==> config.mk <==
export PLATFORM = sky130hd
export DESIGN_NAME = fetch_unit
export DESIGN_NICKNAME = d
export VERILOG_FILES = /design/src/rtl/fetch_unit.sv
export SDC_FILE = /design/constraint.sdc
export NUM_CORES = 1
export LEC_CHECK = 0
export CORE_MARGIN = 10
export CORE_UTILIZATION = 47
export DETAILED_ROUTE_END_ITERATION = 12
export PLACE_DENSITY_LB_ADDON = 0.3
export SLEW_MARGIN = 10
export SYNTH_ARGS = -nofsm -noshare
export SYNTH_HDL_FRONTEND = slang
export SYNTH_SLANG_ARGS = --single-unit
==> constraint.sdc <==
create_clock -name clk -period 2.16 [get_ports clk]
set_input_delay 0.432 -clock clk [delete_from_list [all_inputs] [get_ports clk]]
set_output_delay 0.432 -clock clk [all_outputs]
set_load 0.05 [all_outputs]
==> src/rtl/fetch_unit.sv <==
// Instruction fetch stage: holds the PC, issues word reads to a 1-cycle
// synchronous instruction memory, buffers returned words with their PC in a
// small FIFO and hands them to decode over a valid/ready handshake.
// Redirects from execute flush the buffer and restart fetch at the target.
module fetch_unit #(
  parameter logic [31:0] RESET_PC = 32'h0000_0000,
  parameter int          DEPTH    = 2
) (
  input  logic        clk,
  input  logic        rst_n,
  output logic        imem_req,
  output logic [31:0] imem_addr,
  input  logic [31:0] imem_rdata,
  output logic [31:0] instr,
  output logic [31:0] instr_pc,
  output logic        instr_valid,
  input  logic        instr_ready,
  input  logic        redirect,
  input  logic [31:0] redirect_pc
);

  localparam int AW = (DEPTH > 1) ? $clog2(DEPTH) : 1;
  localparam logic [AW+1:0] DEPTH_OCC = (AW+2)'(DEPTH);

  logic [31:0]   pc_q, pc_d;
  logic          inflight_q, inflight_d;
  logic [31:0]   inflightPc_q, inflightPc_d;
  logic          kill_q, kill_d;
  logic [AW:0]   count_q, count_d;
  logic [AW-1:0] rdPtr_q, rdPtr_d;
  logic [AW-1:0] wrPtr_q, wrPtr_d;
  logic [31:0]   instrMem_q [DEPTH];
  logic [31:0]   pcMem_q    [DEPTH];

  logic          headValid;
  logic          popEn;
  logic          pushEn;
  logic          issueEn;
  logic [AW+1:0] occupancy;

  // Handshake and issue decisions; a slot is reserved for every request in flight
  // so a response can never land in a full buffer.
  always_comb begin
    occupancy = {1'b0, count_q} + {{(AW+1){1'b0}}, inflight_q};
    headValid = (count_q != '0);
    popEn     = headValid & instr_ready;
    pushEn    = inflight_q & ~kill_q & ~redirect;
    issueEn   = rst_n & ~redirect &
                ((occupancy < DEPTH_OCC) | ((occupancy == DEPTH_OCC) & popEn));
  end

  // Next-state for PC, in-flight tracking and FIFO bookkeeping; redirect overrides all.
  always_comb begin
    pc_d         = pc_q;
    inflight_d   = issueEn;
    inflightPc_d = inflightPc_q;
    kill_d       = 1'b0;
    count_d      = count_q;
    rdPtr_d      = rdPtr_q;
    wrPtr_d      = wrPtr_q;
    if (issueEn) begin
      inflightPc_d = pc_q;
    end
    if (redirect) begin
      pc_d    = redirect_pc & ~32'h3;
      kill_d  = inflight_q;
      count_d = '0;
      rdPtr_d = '0;
      wrPtr_d = '0;
    end else begin
      if (issueEn) begin
        pc_d = pc_q + 32'd4;
      end
      if (pushEn) begin
        wrPtr_d = wrPtr_q + AW'(1);
      end
      if (popEn) begin
        rdPtr_d = rdPtr_q + AW'(1);
      end
      case ({pushEn, popEn})
        2'b10:   count_d = count_q + (AW+1)'(1);
        2'b01:   count_d = count_q - (AW+1)'(1);
        default: count_d = count_q;
      endcase
    end
  end

  // Control state registers, cleared asynchronously.
  always_ff @(posedge clk or negedge rst_n) begin
    if (!rst_n) begin
      pc_q         <= RESET_PC;
      inflight_q   <= 1'b0;
      inflightPc_q <= '0;
      kill_q       <= 1'b0;
      count_q      <= '0;
      rdPtr_q      <= '0;
      wrPtr_q      <= '0;
    end else begin
      pc_q         <= pc_d;
      inflight_q   <= inflight_d;
      inflightPc_q <= inflightPc_d;
      kill_q       <= kill_d;
      count_q      <= count_d;
      rdPtr_q      <= rdPtr_d;
      wrPtr_q      <= wrPtr_d;
    end
  end

  // Buffer storage: the returned word is written together with the PC it was fetched from.
  always_ff @(posedge clk or negedge rst_n) begin
    if (!rst_n) begin
      for (int i = 0; i < DEPTH; i++) begin
        instrMem_q[i] <= '0;
        pcMem_q[i]    <= '0;
      end
    end else if (pushEn) begin
      instrMem_q[wrPtr_q] <= imem_rdata;
      pcMem_q[wrPtr_q]    <= inflightPc_q;
    end
  end

  assign imem_req    = issueEn;
  assign imem_addr   = pc_q;
  assign instr       = instrMem_q[rdPtr_q];
  assign instr_pc    = pcMem_q[rdPtr_q];
  assign instr_valid = headValid;

endmodule

==> summary.txt <==
Min path
  – Worst min-delay path class: in -> async

Final layout
  – Post-Layout Inst Area: 0.0118 mm^2
  – Diodes inserted: 0
  – Commonest non-fill, non-tap cell in the layout: mux2_2
  – Highest-count cells in the layout ignoring fill and taps: 211 x mux2_2, 188 x dfrtp_1, 105 x buf_4
  – Syn-to-layout area delta: 38.4%
  – Ratio of cells with drive above 1 in the final layout: 49.8%
  – Number of fillers in the final layout: 1259
  – Nets: 912
  – End-of-flow core utilization: 65.7%

Clocking
  – CTS sink cnt: 190
  – Clock Path Buffers: 2
  – Num CTS Buffers: 17
  – CTS tree: done
  – Post-CTS Hold Buffers: 0
  – H-tree depth: 4
  – CTS clk-pin slew, worst paths: 0.07 ns
  – Worst skew pair latency: 0.43 ns
  – Root buf cell: clkbuf_16

Setup path
  – Arrival time at the worst endpoint: 2.18 ns
  – Flop2flop setup slack: -0.27 ns
  – Reg2Reg Depth: 10
  – RR Endpoint: inflightPc_q[22]
  – Worst setup EP type: output pin
  – Nature of the critical path startpoint: flip-flop
  – R2r startpoint: count_q[0]
  – WS Path Type: reg -> out
  – Worst-path fanout max: 2
  – Required @ worst endpoint: 1.73 ns

Power and ir drop
  – Power Dens Cells: 1090 mW/mm^2
  – Peak supply drop: 0.882 mV
  – Static Leak: 5.25 nW

Timing
  – Final Skew: 0.0189 ns
  – Worst Tran Pin Value: 0.914 ns
  – Peak Freq: 383 MHz
  – Final setup violation count: 44
  – Slew headroom: 39.0%
  – Final Max Slew Viols: 0
  – Fin crit period: 2.61 ns
  – RSZ-0062 raised after global routing: yes
  – Final hold vios: 0
  – Tcrit/Tclk final: 121%
  – Fin worst setup slack: -0.452 ns
  – Hold_ws: 0.0232 ns

Global routing
  – Overflow after GRT: 0
  – Pin count of the biggest net entering global routing: 76
  – Vias in the first global route: 6584
  – All-Layer GR Usage: 18.4%
  – Initial antenna violation count: 0
  – First-pass GRT wire length: 35.6 mm

Floorplanning
  – Initial Util: 47.5%
  – Chip width: 154 um
  – I/O pin count: 166
  – # rows: 49
  – Die area: 0.0239 mm^2
  – Die span in y: 154 um
  – Core Region: 0.0179 mm^2

Route
  – WL final: 22.5 mm
  – DRC violations left: 0
  – Via count: 5875
  – Routed len/inst: 20.8 um
  – Antenna Violating Nets Remaining: 0
  – Starting DRT DRC Count: 398
  – 1st-pass router iterations: 5
  – Via density: 5.43

Synth
  – Synth Cell Area: 0.00850 mm^2
  – Post-synth top area share: 55.9%
  – Gate Count Post-Synth: 630
  – Sequential area share after synthesis: 55.9%
  – Distinct cells, synth: 43
  – Synth Area per Inst: 13.5 um^2
  – Post-synth EDFFs: 0
  – Synth warn: 0
  – Ys async rst share: 100%
  – Synth Register Bits: 190
  – Primary FF master, synth: dfrtp_1
  – Post-synth top area cell: dfrtp_1
  – Area contributors post-synth: dfrtp_1 56%, mux2_2 29%, nand2_1 1.6%

Status
  – Status: finished with violations
  – Failing checks: setup timing

Placed design
  – Cell Area, Placed: 0.0105 mm^2
  – Placer Congestion: 0.842
  – PortBufs: 159
  – Dpl ws: -0.324 ns
  – Half-perimeter wire length after detailed placement: 14.9 mm

Run
  – Maxcap violations: 0
[final cells by class]
class | instances | area, um^2 | area share [%]
clock buffers | 19 | 453 | 3.85
clock inverters | 13 | 176 | 1.50
inverters | 6 | 25.0 | 0.213
multi-input cells | 399 | 3810 | 32.3
flip-flops and latches | 190 | 4760 | 40.4
well taps | 229 | 287 | 2.43
repair buffers | 226 | 2260 | 19.2
[cell usage after synthesis, types with 4 or more instances]
master and count:
buf_4 4, dfrtp_1 190, and4_1 4, nor2_1 9, xor2_1 13, nand2_1 36
xnor2_1 13, and3_1 7, ha_1 4, inv_1 6, nand3_1 9, nor3_1 8
mux2_2 217, nand4_1 11, clkbuf_1 14, o21ai_0 26, nor4_1 4, buf_2 18
[critical path: stages (launching register included)]
cell	delay, ns
dfrtp_1	0.41
ha_4	0.18
inv_4	0.04
ha_4	0.26
nand2_4	0.04
o41a_1	0.35
buf_6	0.14
nor2_4	0.09
buf_6	0.12
buf_12	0.12
[metal layers]
metal | track usage (%) | vias up | wire length (um)
met5 | 0 | - | 0
met4 | 4.59 | 0 | 203
met3 | 5.05 | 18 | 1250
met2 | 31.0 | 171 | 11700
met1 | 23.0 | 3033 | 9380
li1 | - | 2653 | -
[cell families after synthesis]
group / synth area share [%]
muxes: 28.9
other: 0.0441
xor gates and xnor gates: 2.68
buffers and inverters: 2.38
adders and majority gates: 0.589
DFF: 55.9
and+or+nand+nor: 6.55
AOI/OAI and AO/OA: 2.96
[worst max path at each step]
stage                            from            end
after global placement    instr_ready  imem_addr[11]
after floorplan            count_q[0]  imem_addr[23]
after detailed placement  instr_ready  imem_addr[11]
after CTS                  count_q[0]       imem_req
final                      count_q[0]       imem_req
after global routing       inflight_q       imem_req
[sequential cells by signal, indices dropped and copies added, names as in the netlist]
| register | flops |
|---|---|
| wrPtr_q | 1 |
| count_q | 2 |
| inflight_q | 1 |
| imem_addr | 30 |
| kill_q | 1 |
| inflightPc_q | 30 |
| pcMem_q | 60 |
| rdPtr_q | 1 |
| instrMem_q | 64 |
[metrics by stage]
step | cells | setup TNS [ns] | power, W
CTS | 1075 | -13.19 | 0.0129
global route | 1082 | -11.42 | 0.0134
detailed placement | 1029 | -14.86 | 0.00942
global placement | 1029 | -12.65 | 0.00924
finish | 1082 | -7.13 | 0.0129
floorplan | 633 | -0.392 | 0.00796
[what timing repair did]
action | in CTS | in global routing
gates cloned | 5 | 3
pin swaps | 26 | 20
hold endpoints to repair | 0 | 0
buffers inserted | 11 | 8
gates resized for setup | 86 | 28
endpoints found under the setup margin | 71 | 115
[power breakdown]
group,total [W],internal [W],switching (W),leakage (nW)
Sequential,0.00502,0.00446,0.000562,2.34
Combinational,0.00452,0.00190,0.00262,2.61
Clock,0.00332,0.00191,0.00141,0.299
No activity file was read; power rests on OpenSTA's default activity.
